<file path="config.mk">
export PLATFORM = sky130hd
export DESIGN_NAME = pc_fetch
export DESIGN_NICKNAME = d
export VERILOG_FILES = /design/src/rtl/pc_fetch.sv
export SDC_FILE = /design/constraint.sdc
export NUM_CORES = 1
export LEC_CHECK = 0
export ABC_AREA = 0
export BUFFER_PORTS_ARGS = -buffer_cell sky130_fd_sc_hd__buf_2
export CAP_MARGIN = 20
export CORE_AREA = 2 2 154 156
export CTS_CLUSTER_DIAMETER = 120
export DETAILED_ROUTE_END_ITERATION = 6
export DIE_AREA = 0 0 156 158
export GPL_TIMING_DRIVEN = 0
export PLACE_DENSITY = 0.71
export SYNTH_ARGS = -nofsm -noshare
export SYNTH_HDL_FRONTEND = slang
export SYNTH_SLANG_ARGS = --single-unit
</file>
<file path="constraint.sdc">
create_clock -name clk -period 2.72 [get_ports clk]
set_clock_uncertainty 0.2 [all_clocks]
set_input_delay 0.272 -clock clk [delete_from_list [all_inputs] [get_ports clk]]
set_output_delay 0.272 -clock clk [all_outputs]
set_load 0.03 [all_outputs]
</file>
<file path="src/rtl/pc_fetch.sv">
// pc_fetch: program-counter register and single-outstanding instruction-fetch
// sequencer for the RV64I core.
//   clk, rst            : core clock, synchronous active-high reset
//   pcn_i, pc_we_i      : next PC and "current instruction done" strobe
//   imem_req_o/addr_o   : fetch request (registered-state decode only)
//   imem_gnt_i          : request accepted
//   imem_rvalid_i/rdata_i/err_i : response channel
//   pc_o, inst_o, inst_valid_o  : current PC and its instruction for decode
//   fault_o, fault_cause_o, fault_addr_o : sticky fault (01 misaligned, 10 access)
//   fetch_cnt_o         : delivered-instruction count, wraps mod 2^64
module pc_fetch #(
  parameter int unsigned              DATA_WIDTH = 64,
  parameter logic [DATA_WIDTH-1:0]    RESET_PC   = 64'h0000_0000_8000_0000
) (
  input  logic                  clk,
  input  logic                  rst,
  input  logic [DATA_WIDTH-1:0] pcn_i,
  input  logic                  pc_we_i,
  output logic                  imem_req_o,
  output logic [DATA_WIDTH-1:0] imem_addr_o,
  input  logic                  imem_gnt_i,
  input  logic                  imem_rvalid_i,
  input  logic [31:0]           imem_rdata_i,
  input  logic                  imem_err_i,
  output logic [DATA_WIDTH-1:0] pc_o,
  output logic [31:0]           inst_o,
  output logic                  inst_valid_o,
  output logic                  fault_o,
  output logic [1:0]            fault_cause_o,
  output logic [DATA_WIDTH-1:0] fault_addr_o,
  output logic [63:0]           fetch_cnt_o
);

  typedef enum logic [1:0] {
    S_REQ  = 2'd0,
    S_WAIT = 2'd1,
    S_HOLD = 2'd2,
    S_ERR  = 2'd3
  } state_e;

  state_e                  state_q, state_d;
  logic [DATA_WIDTH-1:0]   pc_q, pc_d;
  logic [31:0]             inst_q, inst_d;
  logic                    inst_valid_q, inst_valid_d;
  logic [1:0]              fault_cause_q, fault_cause_d;
  logic [DATA_WIDTH-1:0]   fault_addr_q, fault_addr_d;
  logic [63:0]             fetch_cnt_q, fetch_cnt_d;

  always_comb begin
    state_d       = state_q;
    pc_d          = pc_q;
    inst_d        = inst_q;
    inst_valid_d  = inst_valid_q;
    fault_cause_d = fault_cause_q;
    fault_addr_d  = fault_addr_q;
    fetch_cnt_d   = fetch_cnt_q;

    unique case (state_q)
      S_REQ: begin
        if (imem_gnt_i) begin
          state_d = S_WAIT;
        end
      end
      S_WAIT: begin
        if (imem_rvalid_i) begin
          if (!imem_err_i) begin
            inst_d       = imem_rdata_i;
            inst_valid_d = 1'b1;
            fetch_cnt_d  = fetch_cnt_q + 64'd1;
            state_d      = S_HOLD;
          end else begin
            fault_cause_d = 2'b10;
            fault_addr_d  = pc_q;
            state_d       = S_ERR;
          end
        end
      end
      S_HOLD: begin
        if (pc_we_i) begin
          inst_valid_d = 1'b0;
          if (pcn_i[1:0] == 2'b00) begin
            pc_d    = pcn_i;
            state_d = S_REQ;
          end else begin
            // Misaligned target: PC keeps the last good value.
            fault_cause_d = 2'b01;
            fault_addr_d  = pcn_i;
            state_d       = S_ERR;
          end
        end
      end
      S_ERR: begin
        inst_valid_d = 1'b0;
      end
      default: begin
        state_d = S_ERR;
      end
    endcase
  end

  always_ff @(posedge clk) begin
    if (rst) begin
      state_q       <= S_REQ;
      pc_q          <= RESET_PC;
      inst_q        <= '0;
      inst_valid_q  <= 1'b0;
      fault_cause_q <= '0;
      fault_addr_q  <= '0;
      fetch_cnt_q   <= '0;
    end else begin
      state_q       <= state_d;
      pc_q          <= pc_d;
      inst_q        <= inst_d;
      inst_valid_q  <= inst_valid_d;
      fault_cause_q <= fault_cause_d;
      fault_addr_q  <= fault_addr_d;
      fetch_cnt_q   <= fetch_cnt_d;
    end
  end

  assign imem_req_o    = (state_q == S_REQ);
  assign imem_addr_o   = pc_q;
  assign pc_o          = pc_q;
  assign inst_o        = inst_q;
  assign inst_valid_o  = inst_valid_q;
  assign fault_o       = (state_q == S_ERR);
  assign fault_cause_o = fault_cause_q;
  assign fault_addr_o  = fault_addr_q;
  assign fetch_cnt_o   = fetch_cnt_q;

endmodule
</file>
Yosys cells after proc, flatten, opt, wreduce, memory -nomap -nowiden
Cells that the tools add are included.
{"block": "totals", "reg_bits": 229, "latchBits": 0, "ram_bits": 0, "romBits": 0, "in_bits": 102, "output_inout_bits": 293, "wordCells": 48, "memories": 0}
{"block": "op_classes", "n_addsub": 1, "mul": 0, "n_div": 0, "magnitude_cmp": 0, "n_eq_ne": 9, "shifts": 0, "n_mux": 20, "n_bitwise": 1, "n_reduce_logical": 10}
{"op": "$mux 64", "count": 4}
{"op": "$pmux 64 s2", "count": 1}
{"op": "$add 64x1->64 const B", "count": 1}
{"op": "$mux 2", "count": 8}
{"op": "$ne 2x2->1 const B", "count": 5}
{"op": "$reduce_and 4->1", "count": 2}
{"op": "$pmux 2 s3", "count": 1}
{"op": "$reduce_and 3->1", "count": 2}
{"op": "$reduce_bool 3->1", "count": 2}
{"op": "$reduce_and 5->1", "count": 1}
{"op": "$eq 2x2->1 const B", "count": 2}
{"op": "$logic_not 2->1", "count": 2}
{"op": "$mux 1", "count": 4}
{"op": "$pmux 2 s2", "count": 1}
{"op": "$pmux 1 s3", "count": 1}
{"op": "$eq 2x1->1 const B", "count": 1}
{"op": "$ne 2x1->1 const B", "count": 1}
{"op": "$reduce_bool 2->1", "count": 1}
{"op": "$not 1->1", "count": 1}

Depth between registers and ports, before layout
{"block": "logic_depth", "ltp_word": 4, "depth_mapped": 10, "ltp_nobuf": 7}

Worst setup path before layout
OpenSTA, ideal clock, no wires.
{"block": "synth_path", "path_kind": "register to register", "from": "register fetch_cnt_q[0], in the netlist fetch_cnt_o[0]", "to": "register fetch_cnt_q[46], in the netlist fetch_cnt_o[46]", "setup_ns": 0.132, "t_arrival_ns": 2.102, "t_required_ns": 2.388, "slack_ns": 0.286, "path_stages_with_launch": 9, "path_buffers": 2, "period_less_slack_ns": 2.434, "path_cell_list": "dfxtp_1 > ha_1 > nand2_1 > nor4_4 > nand4_1 > clkbuf_1 > clkbuf_1 > o31ai_1 > a21oi_1"}
{"block": "synth_via", "elab_chain_cells": 1}
{"element": "start, declared", "line_no": "47", "source": "logic [63:0] fetch_cnt_q, fetch_cnt_d;"}
{"element": "start signal, assigned", "line_no": "117", "source": "fetch_cnt_q <= fetch_cnt_d;"}
{"element": "$add 64x1->64", "line_no": "69", "source": "fetch_cnt_d = fetch_cnt_q + 64'd1;"}
Every way passes these cells.
A chain may end at the register's enable or synchronous reset.

Worst setup path after layout
{"block": "layout_path", "from": "register state_q[1]", "to": "register fetch_cnt_q[46], in the netlist fetch_cnt_o[46]"}
{"block": "layout_via", "elab_chain_cells": 2}
{"element": "start, declared", "line_no": "41", "source": "state_e state_q, state_d;"}
{"element": "start signal, assigned", "line_no": "111", "source": "state_q <= state_d;"}
{"element": "$eq 2x1->1", "line_no": "58", "source": "unique case (state_q)"}
{"element": "$reduce_and 3->1 (no line)"}
Every way passes these cells.

==> impl_results.md <==
- Status: completed
- Syn avg cell area: 8.47 µm²
- Flop and latch count out of synthesis: 229
- Synth Flop Type: dfxtp_1
- Actual transition at the worst max-transition pin: 784 ps
- Max Root-Sink Buffers: 3
- CP max stage delay: 340 ps
- Fin Setup TNS: 0 ps
- H-tree levels: 1
- Final wirelength: 33700 µm
- Antenna viol nets, final: 0
- Num CTS Buffers: 25
- DRT Pass-1 Iters: 5
- Die width: 156 µm
- Post-synth ARST share: 0
- Clk root buf: clkbuf_16
- Max transition margin: 0.477
- Area Growth Syn to Fin: 42.6%
- VDD IR max: 0.396 mV
- GRT Total Usage: 0.255
- Slowest-stage cell, CP: dfxtp_1
- Crit path to: fetch_cnt_o[46]$_SDFFE_PP0P_
- Initial antenna violation count: 1
- Share of cells above drive strength 1: 0.318
- Worst hold path class: in -> reg
- GRT overflow: 0
- Reg2reg end: fetch_cnt_o[46]$_SDFFE_PP0P_
- DR iter-0 viols: 498
- Register-to-register path setup slack: 220 ps
- Reg2Reg Launch Point: state_q[1]$_SDFFE_PP0P_
- # DRC: 0
- I/O pin count: just under 400
- Post-synthesis cell count: 1171
- Crit path launch type: register
- Syn. warnings: 0
- Type of the worst setup path: reg -> reg
- Leading area contributor after synthesis: dfxtp_1
- Post-DP HPWL: 24400 µm
- Main area contributors after synthesis: dfxtp_1 46%, nand2_1 8.2%, mux2i_1 6.8%, a21oi_1 6.5%, a211oi_1 5.0%
- Post-DP Area: 12200 µm²
- Max Clock Freq: 400 MHz
- Clk_lat worst skew: slightly above 500 ps
- Clock-pin slew on the worst setup and hold paths: 60 ps
- Die area: between 20000 and 25000 µm²
- Unrepaired setup endpoints after global routing: no
- Via density: 5.15
- GP Congestion: 0.855
- CP startpoint: state_q[1]$_SDFFE_PP0P_
- Static Leak: roughly 6.1 nW
- Die Ht: 158 µm
- Min Hold Slack: 32.8 ps
- Max-slew violation count: 0
- Met2 wire len: 17000 µm
- CTS tree: built
- Maxcap violations: 0
- EDFF count, synth: 0
- Largest net degree at the start of global routing: 14
- Final Instance Area: 14100 µm²
- Worst path cell trace: inv_1, ha_2, nand4b_4, nor4_4, nand4_1, clkbuf_1, buf_2, o31ai_1, a21oi_1
- Post-synth top area share: 0.462
- I/O Buffers: a little under 400
- Post-synth net total: 1279
- Post-synth cell types: 43
- Final core utilization: 0.613
- CP endpoint kind: register
- Vias: 10300
- Power Dens Cells: roughly 680 nW/µm²
- Core area: 23100 µm²
- Site Rows: 56
- Placed cells: 1854
- Nets: 1802
- CP required: just under 3000 ps
- Data arrival, critical path: 2680 ps
- R2r worst-path depth: 9
- Routed len/inst: 16.8 µm
- CP Max Fanout: 10
- Final worst path period need: roughly 2500 ps
- Highest routed layer: met4
- Fillcell total: 2009
- Worst slack, placed: -897 ps
- Final hold violations: 0
- Synth Cell Area: 9910 µm²
- First-pass GRT wire length: 50300 µm
- DRT met1 WL: around 14000 µm
- Final Non-Filler Cells: ~2000
- Power, Total: 9.62 mW
- WL met3: approximately 2100 µm
- Vias in the first global route: 9496
- Final count of negative-setup-slack endpoints: 0
- Starting Density: 0.430
- Period utilisation layout: 0.918
- Final worst slack: 222 ps
- Sequential share of the synthesized area: 0.462
- Clock sink count: between 200 and 250
state kept, by name, summed over array words and instances (netlist names):
register,flops
fetch_cnt_o,64
fault_addr_o,64
inst_valid_o,1
inst_o,32
fault_cause_o,2
imem_addr_o,64
state_q,2
where the power goes:
part / switching [mW] / internal, mW / leakage, nW
Combinational: 1.66 / 0.802 / 3.89
Clock: 1.36 / 1.91 / 0.397
Sequential: 0.193 / 3.70 / 1.86
Total: 3.22 / 6.41 / 6.15
how the worst min path moves through the flow:
| stage | depth (start not counted) | startpoint | to |
|---|---|---|---|
| floorplan | 2 | pcn_i[31] | imem_addr_o[31]$_SDFFE_PP1P_ |
| global placement | 2 | inst_o[24]$_SDFFE_PP0P_ | inst_o[24]$_SDFFE_PP0P_ |
| detailed placement | 2 | inst_o[2]$_SDFFE_PP0P_ | inst_o[2]$_SDFFE_PP0P_ |
| CTS | 4 | imem_err_i | state_q[0]$_SDFFE_PP0P_ |
| global route | 4 | imem_err_i | state_q[0]$_SDFFE_PP0P_ |
| finish | 4 | imem_err_i | state_q[0]$_SDFFE_PP0P_ |
critical path: cells and delay by family (launching register included):
family	cells	cell delay (ps)
and+or+nand+nor	3	610
AOI/OAI and AO/OA	2	330
buffers and inverters	3	620
adders and majority gates	1	260
DFF	1	340
metal layers:
| layer | GRT usage | up-vias |
|---|---|---|
| li1 | - | 5027 |
| met1 | 0.314 | 4903 |
| met2 | 0.459 | 339 |
| met3 | 0.0479 | 47 |
| met4 | 0.0625 | 0 |
| met5 | 0 | - |
cell type report:
type / count / area (µm²) / area share
sequential: 229 / 4580 / 0.324
multi-input combinational: 786 / 4540 / 0.321
timing repair buffer: 498 / 3000 / 0.212
buffer: 137 / 788 / 0.0558
clock buffer: 37 / 751 / 0.0531
tap: 290 / 363 / 0.0257
inverter: 17 / 63.8 / 0.00451
clock inverter: 7 / 47.5 / 0.00336
antenna: 1 / 2.50 / 0.000177
layout by cell type, fill, tap and decap left out, types with 6 or more instances in the layout:
| master | instances |
|---|---|
| xnor2_1 | 14 |
| buf_2 | 409 |
| xor2_1 | 14 |
| nand4_1 | 19 |
| inv_1 | 17 |
| a21oi_1 | 128 |
| clkbuf_8 | 8 |
| and2_1 | 6 |
| a211oi_1 | 65 |
| and3_1 | 9 |
| or3_1 | 18 |
| or4_1 | 13 |
| o21ai_0 | 17 |
| nand3_1 | 23 |
| clkbuf_1 | 50 |
| o31ai_1 | 13 |
| dfxtp_1 | 229 |
| nand2_1 | 216 |
| nor2_1 | 110 |
| clkbuf_16 | 25 |
| mux2i_1 | 67 |
| buf_4 | 72 |
| dlygate4sd3_1 | 97 |
logic make-up after synthesis:
group,count (synthesis),synth area share
AOI/OAI and AO/OA,232,0.139
xor gates and xnor gates,28,0.0247
and+or+nand+nor,453,0.214
muxes,67,0.0676
adders and majority gates,6,0.00757
DFF,229,0.462
buffers and inverters,156,0.0848
cell usage after synthesis, drive strengths merged, types with 6 or more instances:
library cell and instances:
dfxtp 229, mux2i 67, inv 17, or3 18, nand2 216, a21oi 128, nor4 7, o31ai 13
ha 6, o21ai 18, and3 9, xnor2 14, buf 85, clkbuf 54, nand4 20, and2 6
xor2 14, a211oi 66, nand3 25, nor2 110, or4 13
timing repair:
item                       4_1_cts  5_1_grt
hold buffers                    97        0
hold endpoints to repair       159        0
buffers inserted                 5        3
setup endpoints to repair      108      158
resized for setup               17       12
pin swaps                        3        2
gates cloned                     0        0
No activity file was read; power rests on OpenSTA's default activity.
